[config.mk]
export PLATFORM = sky130hd
export DESIGN_NAME = aes_round_seq_flat
export DESIGN_NICKNAME = d
export VERILOG_FILES = /design/src/rtl/aes_round_seq_if.sv /design/src/rtl/aes_round_seq.sv /design/src/flat_wrapper.sv
export SDC_FILE = /design/constraint.sdc
export NUM_CORES = 1
export LEC_CHECK = 0
export ABC_CLOCK_PERIOD_IN_PS = 2100
export BUFFER_PORTS_ARGS = -buffer_cell sky130_fd_sc_hd__buf_4
export CELL_PAD_IN_SITES_DETAIL_PLACEMENT = 2
export CELL_PAD_IN_SITES_GLOBAL_PLACEMENT = 2
export CORE_AREA = 2 2 251 253
export DETAILED_ROUTE_END_ITERATION = 7
export DIE_AREA = 0 0 253 255
export PLACE_DENSITY_LB_ADDON = 0.08
export REMOVE_ABC_BUFFERS = 1
export SLEW_MARGIN = 20
export SYNTH_ARGS = -nofsm -noshare
export SYNTH_HDL_FRONTEND = slang
export SYNTH_SLANG_ARGS = --single-unit
[constraint.sdc]
create_clock -name clk -period 2.1 [get_ports clk]
set_clock_uncertainty 0.1 [all_clocks]
set_input_delay 0.42 -clock clk [delete_from_list [all_inputs] [get_ports clk]]
set_output_delay 0.42 -clock clk [all_outputs]
set_load 0.05 [all_outputs]
[src/rtl/aes_round_seq_if.sv]
// Block-in / block-out stream bundle for the iterative AES round sequencer.
//
// Handshake: each side is a valid/ready pair. A transfer happens in the cycle
// where valid=1 and ready=1, sampled at the rising clock edge. A source holds
// valid and its data stable until the transfer. A sink may drive ready
// without looking at valid.
interface aes_round_seq_if;
    logic         in_valid;
    logic         in_ready;
    logic [127:0] in_data;
    logic         out_valid;
    logic         out_ready;
    logic [127:0] out_data;

    // Producer of plaintext and consumer of ciphertext
    modport master (
        output in_valid, in_data, out_ready,
        input  in_ready, out_valid, out_data
    );

    // The sequencer itself
    modport slave (
        input  in_valid, in_data, out_ready,
        output in_ready, out_valid, out_data
    );
endinterface

[src/rtl/aes_round_seq.sv]
// Iterative AES encryption sequencer. Owns the 128-bit cipher state and the
// round counter. Round keys come from an external key schedule addressed by
// rk_idx. The SubBytes/ShiftRows/MixColumns cone is also external: it
// receives rf_in and rf_final and returns rf_out in the same cycle.
// Only one block is in flight at a time.
module aes_round_seq #(
    parameter int NR = 10
) (
    input  logic           clk,
    input  logic           rst,
    aes_round_seq_if.slave bus,
    output logic [3:0]     rk_idx,
    input  logic [127:0]   rk,
    output logic [127:0]   rf_in,
    output logic           rf_final,
    input  logic [127:0]   rf_out,
    output logic           busy,
    output logic [1:0]     dbg_state
);

    typedef enum logic [1:0] {
        ST_IDLE  = 2'd0,
        ST_ROUND = 2'd1,
        ST_DONE  = 2'd2
    } state_e;

    localparam logic [3:0] LAST_ROUND = 4'(NR);

    state_e       fsm_q;
    logic [127:0] state_q;
    logic [3:0]   round_q;

    // Sequencer. IDLE applies the initial AddRoundKey. Each ROUND cycle folds
    // the cone result with the round key. DONE holds the ciphertext until the
    // consumer takes it. The counter drops back to 0 on entering DONE, so
    // rk_idx reads 0 whenever the FSM is not in ROUND.
    always_ff @(posedge clk) begin
        if (rst) begin
            fsm_q   <= ST_IDLE;
            state_q <= '0;
            round_q <= '0;
        end else begin
            case (fsm_q)
                ST_IDLE: begin
                    if (bus.in_valid) begin
                        state_q <= bus.in_data ^ rk;
                        round_q <= 4'd1;
                        fsm_q   <= ST_ROUND;
                    end
                end
                ST_ROUND: begin
                    state_q <= rf_out ^ rk;
                    if (round_q == LAST_ROUND) begin
                        round_q <= '0;
                        fsm_q   <= ST_DONE;
                    end else begin
                        round_q <= round_q + 4'd1;
                    end
                end
                ST_DONE: begin
                    if (bus.out_ready) begin
                        fsm_q <= ST_IDLE;
                    end
                end
                default: begin
                    fsm_q   <= ST_IDLE;
                    round_q <= '0;
                end
            endcase
        end
    end

    // Outputs decode only the registers. The sole exception is in_ready,
    // which is also masked by rst so that no block is offered acceptance
    // while reset is held.
    assign bus.in_ready  = (fsm_q == ST_IDLE) && !rst;
    assign bus.out_valid = (fsm_q == ST_DONE);
    assign bus.out_data  = state_q;
    assign rf_in         = state_q;
    assign rf_final      = (fsm_q == ST_ROUND) && (round_q == LAST_ROUND);
    assign rk_idx        = round_q;
    assign busy          = (fsm_q != ST_IDLE);
    assign dbg_state     = fsm_q;

endmodule

[src/flat_wrapper.sv]
// flat-port wrapper written by rule: the top's interface ports become plain ports
module aes_round_seq_flat 
#(
    parameter int NR = 10
)
  (clk, rst, rk_idx, rk, rf_in, rf_final, rf_out, busy, dbg_state, bus_in_valid, bus_in_data, bus_out_ready, bus_in_ready, bus_out_valid, bus_out_data);
  aes_round_seq_if bus_i ();
  input  logic clk;
  input  logic rst;
  output logic [3:0] rk_idx;
  input  logic [127:0] rk;
  output logic [127:0] rf_in;
  output logic rf_final;
  input  logic [127:0] rf_out;
  output logic busy;
  output logic [1:0] dbg_state;
  input wire logic [$bits(bus_i.in_valid)-1:0] bus_in_valid;
  input wire logic [$bits(bus_i.in_data)-1:0] bus_in_data;
  input wire logic [$bits(bus_i.out_ready)-1:0] bus_out_ready;
  output wire logic [$bits(bus_i.in_ready)-1:0] bus_in_ready;
  output wire logic [$bits(bus_i.out_valid)-1:0] bus_out_valid;
  output wire logic [$bits(bus_i.out_data)-1:0] bus_out_data;
  assign bus_i.in_valid = bus_in_valid;
  assign bus_i.in_data = bus_in_data;
  assign bus_i.out_ready = bus_out_ready;
  assign bus_in_ready = bus_i.in_ready;
  assign bus_out_valid = bus_i.out_valid;
  assign bus_out_data = bus_i.out_data;
  aes_round_seq #(.NR(NR)) u_core (.clk(clk), .rst(rst), .bus(bus_i), .rk_idx(rk_idx), .rk(rk), .rf_in(rf_in), .rf_final(rf_final), .rf_out(rf_out), .busy(busy), .dbg_state(dbg_state));
endmodule
# Word level (Yosys, flattened, before mapping)
# Index checks and enable logic that the tools add are counted.
dict set report word_totals {
  ramBits 0
  output_inout_bits 266
  mem_count 0
  input_bits 388
  rom_bits 0
  latchBits 0
  word_cells 31
  reg_bits 134
}
dict set report op_classes {
  multipliers 0
  div 0
  bitwise 3
  eq_ne 6
  n_mux 9
  shifts 0
  reduce_logical 9
  addsub 1
  order_cmp 0
}
# cell n
set op_table {}
lappend op_table {{$pmux 128 s2} 1}
lappend op_table {{$xor 128x128->128} 2}
lappend op_table {{$mux 128} 1}
lappend op_table {{$pmux 4 s3} 1}
lappend op_table {{$mux 4} 2}
lappend op_table {{$mux 2} 3}
lappend op_table {{$ne 2x2->1 const B} 3}
lappend op_table {{$pmux 2 s3} 1}
lappend op_table {{$add 4x1->4 const B} 1}
lappend op_table {{$eq 4x4->1 const B} 1}
lappend op_table {{$reduce_and 2->1} 2}
lappend op_table {{$reduce_bool 2->1} 2}
lappend op_table {{$reduce_and 3->1} 1}
lappend op_table {{$eq 2x1->1 const B} 1}
lappend op_table {{$eq 2x2->1 const B} 1}
lappend op_table {{$logic_and 1x1->1} 2}
lappend op_table {{$logic_not 2->1} 1}
lappend op_table {{$logic_not 1->1} 1}
lappend op_table {{$not 1->1} 1}

# Longest topological paths before layout
# Gate-level depths: netlist of run 1.
dict set report logic_depth {
  word_depth 3
  mapped_depth 8
  mapped_depth_nobuf 6
}

# Worst setup path after synthesis of run 1
# No wires, ideal clock.
dict set report synth_timing {
  path_type {reg2out}
  from {register u_core.round_q[1], in the netlist u_core.rk_idx[1]}
  to {output port rf_final}
  path_buffers 0
  stages_incl_launch_ff 4
  slack_ns -0.220
  required_time_ns 1.580
  arrival_ns 1.800
  path_cell_list {dfxtp_1 -> ha_1 -> nand3b_1 -> nor2_1}
}
dict set report synth_between {
  elab_chain_len 2
}
# item line
set synth_lines {}
lappend synth_lines {{start, declared} aes_round_seq.sv:31} ;# logic [3:0] round_q;
lappend synth_lines {{start signal, assigned} aes_round_seq.sv:57} ;# round_q <= round_q + 4'd1;
lappend synth_lines {{$eq 4x4->1} aes_round_seq.sv:80} ;# assign rf_final = (fsm_q == ST_ROUND) && (round_q == LAST_ROUND);
lappend synth_lines {{$logic_and 1x1->1} aes_round_seq.sv:80}
lappend synth_lines {{end, declared} flat_wrapper.sv:13} ;# output logic rf_final;
# No other way between the ends.

# Final worst setup path of run 1
dict set report layout_timing {
  from {register u_core.fsm_q[1], in the netlist u_core.dbg_state[1]}
  to {output port bus_in_ready}
}
dict set report layout_between {
  elab_chain_len 2
}
# item line
set layout_lines {}
lappend layout_lines {{start, declared} aes_round_seq.sv:29} ;# state_e fsm_q;
lappend layout_lines {{start signal, assigned} aes_round_seq.sv:39} ;# fsm_q <= ST_IDLE;
lappend layout_lines {{start signal, assigned} aes_round_seq.sv:48} ;# fsm_q <= ST_ROUND;
lappend layout_lines {{start signal, assigned} aes_round_seq.sv:55} ;# fsm_q <= ST_DONE;
lappend layout_lines {{$logic_not 2->1} aes_round_seq.sv:76} ;# assign bus.in_ready = (fsm_q == ST_IDLE) && !rst;
lappend layout_lines {{$logic_and 1x1->1} aes_round_seq.sv:76}
lappend layout_lines {{end, declared} flat_wrapper.sv:20} ;# output wire logic [$bits(bus_i.in_ready)-1:0] bus_in_ready;
# No other way between the ends.

==> results of run 1 <==
-- final cells by class --
class	instances	area [µm²]	share of cell area
Timing Repair Buffer	686	5320	0.395
Multi-Input combinational cell	417	3750	0.279
Sequential cell	134	2690	0.200
Tap cell	799	1000	0.0744
Clock buffer	20	467	0.0347
Clock inverter	12	198	0.0147
Inverter	4	17.5	0.00130
Antenna cell	2	5.00	0.000372
-- how the worst max path moves through the flow --
stage                                    to  slack, ns  cells after the start
detailed placement  u_core.bus.out_data[87]       0.26                      6
global route                   bus_in_ready      0.001                      4
global placement                   rf_final       0.28                      4
floorplan           u_core.bus.out_data[95]      -8.29                      4
CTS                                rf_final       0.01                      5
finish                         bus_in_ready       0.07                      4
-- metal layers --
metal	up-vias	track usage	share of wire
met4	12	0.0357	0.010
li1	3515	-	-
met2	279	0.230	0.54
met1	3646	0.136	0.37
met5	-	0	0.0017
met3	37	0.0482	0.076
-- power breakdown --
part	internal (mW)	leakage (nW)	switching [mW]
Combinational	1.70	4.90	2.66
Sequential	2.81	1.11	0.307
Clock	2.20	0.322	1.37
Total	6.71	6.33	4.34
-- what timing repair did --
action | in CTS | in global routing
pin swaps | 1 | 1
gates resized for setup | 9 | 5
endpoints found under the setup margin | 3 | 1
setup buffers | 2 | 3
-- worst max-delay path, delay by kind of cell, from the launching register on --
| family | cells | cell delay [ns] |
|---|---|---|
| buf+inv | 2 | 0.30 |
| simple gates | 2 | 0.41 |
| flops | 1 | 0.33 |
-- placed cells by master (no fill, tap or decap), drive strengths merged, types with 2 or more instances in the layout --
cell type / synthesis / layout
buf: 150 / 686
dfxtp: 134 / 134
mux2i: 128 / 128
xnor2: 128 / 128
a22o: 128 / 128
clkbuf: 23 / 20
nor2: 9 / 9
a21oi: 5 / 5
bufinv: 0 / 5
inv: 4 / 5
clkinv: 0 / 4
nor2b: 3 / 3
diode: 0 / 2
clkinvlp: 0 / 2
nor3: 2 / 2
ha: 2 / 2
-- cell families after synthesis --
| group | Yosys count | share of synthesized area |
|---|---|---|
| buffers and inverters | 177 | 0.163 |
| and+or+nand+nor | 21 | 0.0139 |
| muxes | 128 | 0.168 |
| adders and majority gates | 2 | 0.00328 |
| AOI/OAI and AO/OA | 138 | 0.154 |
| xor gates and xnor gates | 128 | 0.147 |
| DFF | 134 | 0.351 |
-- per-stage QoR --
step           area [µm²]  power (mW)
6_report            13400        11.0
5_1_grt             13400        11.6
3_5_place_dp        12700        7.59
4_1_cts             13400        11.3
3_3_place_gp        12700        7.58
2_1_floorplan        6410        5.87
-- flip-flops by register name, indices dropped and copies added (netlist names) --
name / count
u_core.bus.out_data: 128
u_core.dbg_state: 2
u_core.rk_idx: 4
==> flow_metrics.env, run 1 <==
export IMPL_synthTopCellsByArea="dfxtp_1 (35%), mux2i_1 (17%), a22o_1 (15%)"
export IMPL_finalSetupViolations=0
export IMPL_drv_cap=0
export IMPL_cts_made_buffers=17
export IMPL_wl_per_cell_um=20.6
export IMPL_vias_per_cell=3.61
export IMPL_async_flop_share=0
export IMPL_p_per_area_mw_per_mm2=822
export IMPL_period_needed_ns=2.03
export IMPL_clkLatencyLatePin_ns=0.46
export IMPL_syn_area_mm2=0.00764
export IMPL_io_buffers=653
export IMPL_ys_ff_latch=134
export IMPL_worstHoldStart="rst"
export IMPL_pin_count=654
export IMPL_critPathMaxFanout=7
export IMPL_cts_reportedPaths_clkPinSlew_ns=0.07
export IMPL_ant_nets=0
export IMPL_cts_num_sinks=134
export IMPL_dr_pass1_iters=4
export IMPL_yosysMostFrequentCell="dfxtp_1"
export IMPL_layout_nets=1650
export IMPL_grt_max_degree=69
export IMPL_grtUsageTotal=0.126
export IMPL_r2r_end="u_core.bus.out_data[54]"
export IMPL_finalNonFillerCells=2074
export IMPL_yosys_area_top_type="dfxtp_1"
export IMPL_cts_tree="done"
export IMPL_drive_above_1_share=0.573
export IMPL_die_h_um=255
export IMPL_startpoint="u_core.dbg_state[1]"
export IMPL_cts_root_buf="clkbuf_16"
export IMPL_holdPathEnd="u_core.rk_idx[3]"
export IMPL_rows=92
export IMPL_die_w_um=253
export IMPL_nFillCells=7003
export IMPL_hpwlAfterDp_um=35200
export IMPL_grt_pass1_vias=7893
export IMPL_cp_required_ns=1.58
export IMPL_post_route_period_util=0.966
export IMPL_r2r_start="u_core.dbg_state[1]"
export IMPL_cpMostUsedCell="buf_6"
export IMPL_drt_iter0_drc=110
export IMPL_critPathArrivalTime_ns=1.51
export IMPL_max_vdd_ir_drop_mv=0.515
export IMPL_rsz0062_at_grt="no"
export IMPL_tightest_slew_ns=0.381
export IMPL_synth_main_ff_cell="dfxtp_1"
export IMPL_leakagePower_nw=6.33
export IMPL_vias=7489
export IMPL_synth_top_area_frac=0.351
export IMPL_gp_congestion=0.708
export IMPL_crit_chain="buf_6 -> or2_2 -> nor2_2 -> buf_6"
export IMPL_htree_num_levels=4
export IMPL_finalSetupTns_ns=0
export IMPL_syn_inst=728
export IMPL_max_freq_mhz=493
export IMPL_areaGrowthSynthToFinish_pct=76.0
export IMPL_setup_ws_ns=0.0708
export IMPL_worst_path_max_delay_cell="dfxtp_2"
export IMPL_yosysUniqueCellTypes=28
export IMPL_max_stage_delay_ns=0.33
export IMPL_slew_violations=0
export IMPL_holdWs_ns=0.117
export IMPL_synth_edf_count=0
export IMPL_cp_start_kind="register"
export IMPL_dpl_cell_count=2035
export IMPL_min_path_type="in -> reg"
export IMPL_cts_buffer_depth=2
export IMPL_ys_top_cells_by_count="dfxtp_1 (134), a22o_1 (128), buf_4 (128), mux2i_1 (128), xnor2_1 (128)"
export IMPL_antenna_found_initial=8
export IMPL_r2r_cells=7
export IMPL_wirelength_um=42600
export IMPL_post_route_util=0.216
export IMPL_r2r_setup_slack_ns=0.21
export IMPL_crit_type="reg -> out"
export IMPL_drc_errors=0
export IMPL_overflow=0
export IMPL_yosys_warnings=0
export IMPL_grt_pass1_wl_um=57500
export IMPL_cts_hold_buf=0
export IMPL_initial_core_util=0.123
export IMPL_hold_violations=0
export IMPL_core_area_mm2=0.0622
export IMPL_pre_cts_slack_ns=0.264
export IMPL_die_area_mm2=0.0645
export IMPL_avgSynthCellArea_um2=10.5
export IMPL_relSlewSlack=0.746
export IMPL_holdPathStages=2
export IMPL_status="finished clean"
export IMPL_critPathCaptureType="output pin"
export IMPL_yosysSeqAreaShare=0.351
No activity file was read; power rests on OpenSTA's default activity.
==> run 2: changes to the inputs <==
- SETUP_SLACK_MARGIN: unset -> 0.3
==> flow_metrics.env, run 2 (synthesized netlist as in run 1, its figures left out) <==
export IMPL_drive_above_1_share=0.656
export IMPL_wirelength_um=44700
export IMPL_p_sw_mw=4.51
export IMPL_r2r_setup_slack_ns=0.12
export IMPL_p_sw_frac=0.392
export IMPL_clkLatencyLatePin_ns=0.47
export IMPL_cpMostUsedCell="buf_4"
export IMPL_path_delay_family="buffers and inverters"
export IMPL_cts_reportedPaths_clkPinSlew_ns=0.06
export IMPL_vias_per_cell=3.64
export IMPL_overflow=0
export IMPL_holdWs_ns=0.126
export IMPL_critPathMaxFanout=5
export IMPL_tightest_slew_ns=0.411
export IMPL_htree_num_levels=4
export IMPL_p_seq_frac=0.270
export IMPL_r2r_end="u_core.rk_idx[0]"
export IMPL_r2r_cells=12
export IMPL_internal_power_mw=7.01
export IMPL_period_needed_ns=1.98
export IMPL_seqCellArea_mm2=0.00269
export IMPL_areaGrowthSynthToFinish_pct=94.6
export IMPL_cp_required_ns=2.36
export IMPL_initial_core_util=0.123
export IMPL_slew_violations=0
export IMPL_multi_input_area_mm2=0.00459
export IMPL_clkPwrFrac=0.311
export IMPL_r2r_start="u_core.rk_idx[0]"
export IMPL_max_stage_delay_ns=0.34
export IMPL_worst_path_max_delay_cell="dfxtp_4"
export IMPL_wl_per_cell_um=21.3
export IMPL_pin_count=654
export IMPL_worstHoldStart="rst"
export IMPL_max_freq_mhz=506
export IMPL_holdPathEnd="u_core.rk_idx[1]"
export IMPL_holdPathStages=2
export IMPL_cts_tree="done"
export IMPL_vias=7650
export IMPL_cts_num_sinks=134
export IMPL_drv_cap=0
export IMPL_grtUsageTotal=0.128
export IMPL_pre_cts_slack_ns=0.264
export IMPL_p_per_area_mw_per_mm2=775
export IMPL_leakagePower_nw=6.68
export IMPL_largest_reg_flops=128
export IMPL_ant_nets=0
export IMPL_crit_chain="inv_2 -> ha_1 -> nand3b_1 -> buf_4 -> buf_4 -> buf_4 -> buf_4 -> buf_4 -> buf_6 -> a31oi_4 -> o22ai_1 -> nor2b_1"
export IMPL_antenna_found_initial=8
export IMPL_core_area_mm2=0.0622
export IMPL_final_cell_mix="buf_4 (669), dfxtp_1 (130), a22o_1 (128)"
export IMPL_drc_errors=0
export IMPL_grt_pass1_wl_um=58300
export IMPL_relSlewSlack=0.726
export IMPL_cts_root_buf="clkbuf_16"
export IMPL_cts_made_buffers=17
export IMPL_gp_congestion=0.708
export IMPL_die_h_um=255
export IMPL_max_vdd_ir_drop_mv=0.527
export IMPL_die_area_mm2=0.0645
export IMPL_critPathCaptureType="register"
export IMPL_hold_violations=0
export IMPL_post_route_period_util=0.941
export IMPL_final_common_cell="buf_4"
export IMPL_die_w_um=253
export IMPL_critPathArrivalTime_ns=2.23
export IMPL_finalSetupViolations=0
export IMPL_io_buffers=653
export IMPL_dr_pass1_iters=4
export IMPL_grt_max_degree=69
export IMPL_nFillCells=6865
export IMPL_layout_nets=1679
export IMPL_crit_type="reg -> reg"
export IMPL_cp_start_kind="register"
export IMPL_setup_ws_ns=0.125
export IMPL_rows=92
export IMPL_hpwlAfterDp_um=35200
export IMPL_status="finished clean"
export IMPL_combPwrFrac=0.418
export IMPL_rsz0062_at_grt="yes"
export IMPL_grt_pass1_vias=7972
export IMPL_cts_hold_buf=0
export IMPL_min_path_type="in -> reg"
export IMPL_cts_buffer_depth=2
export IMPL_total_power_mw=11.5
export IMPL_drt_iter0_drc=129
export IMPL_crit_buf_inv=7
-- run 2: cell count changes in the layout (fill, tap and decap cells not counted), moves of 4 or more --
cell	previous run	this run
mux2i_1	128	48
mux2i_4	0	49
mux2i_2	0	31
buf_8	0	10
xnor2_1	128	118
xnor2_2	0	10
clkbuf_16	17	23
buf_12	12	17
buf_16	0	5
buf_6	4	8
-- run 2: per-stage QoR --
| stage | instances | TNS (ns) | area (µm²) | utilization |
|---|---|---|---|---|
| global placement | 2035 | 0 | 12700 | 0.204 |
| CTS | 2085 | 0 | 13600 | 0.219 |
| floorplan | 555 | -1087.26 | 6410 | - |
| detailed placement | 2035 | 0 | 12700 | 0.204 |
| finish | 2103 | 0 | 14900 | 0.239 |
| global route | 2102 | 0 | 14900 | 0.239 |
-- run 2: layer usage --
layer	track usage	part of all wire	vias to the layer above
li1	-	-	3584
met1	0.139	0.37	3733
met2	0.233	0.54	282
met3	0.0482	0.073	39
met4	0.0357	0.010	12
met5	0	0.0016	-
-- run 2: final cells by class --
type,count,share of cell area
well taps,799,0.0673
repair buffers,715,0.396
inverters,4,0.00101
clock inverters,12,0.0133
clock buffers,20,0.0314
diodes,2,0.000337
flip-flops and latches,134,0.181
multi-input cells,417,0.309
-- run 2: timing repair --
item	CTS	global route
setup endpoints to repair	32	135
resized for setup	22	192
pin swaps	3	12
buffers inserted	17	9
cloned	1	7
-- run 2: worst max-delay path by stage --
stage	cells after the start	slack [ns]	to	start
final	12	0.12	u_core.rk_idx[0]	u_core.rk_idx[0]
after global routing	5	0.01	rf_final	u_core.rk_idx[0]
after CTS	4	0.07	bus_in_ready	u_core.dbg_state[0]
after detailed placement	6	0.26	u_core.bus.out_data[87]	u_core.dbg_state[0]
after global placement	4	0.28	rf_final	u_core.rk_idx[1]
after floorplan	4	-8.29	u_core.bus.out_data[95]	u_core.dbg_state[0]
-- run 2: power by group through the flow --
stage               registers [mW]  clock network [mW]  logic (mW)
global route                  3.16                3.88        5.05
floorplan                     4.85                   0        1.02
finish                        3.12                3.58        4.82
detailed placement            3.19                   0        4.41
global placement              3.19                   0        4.39
CTS                           3.14                3.76        4.48
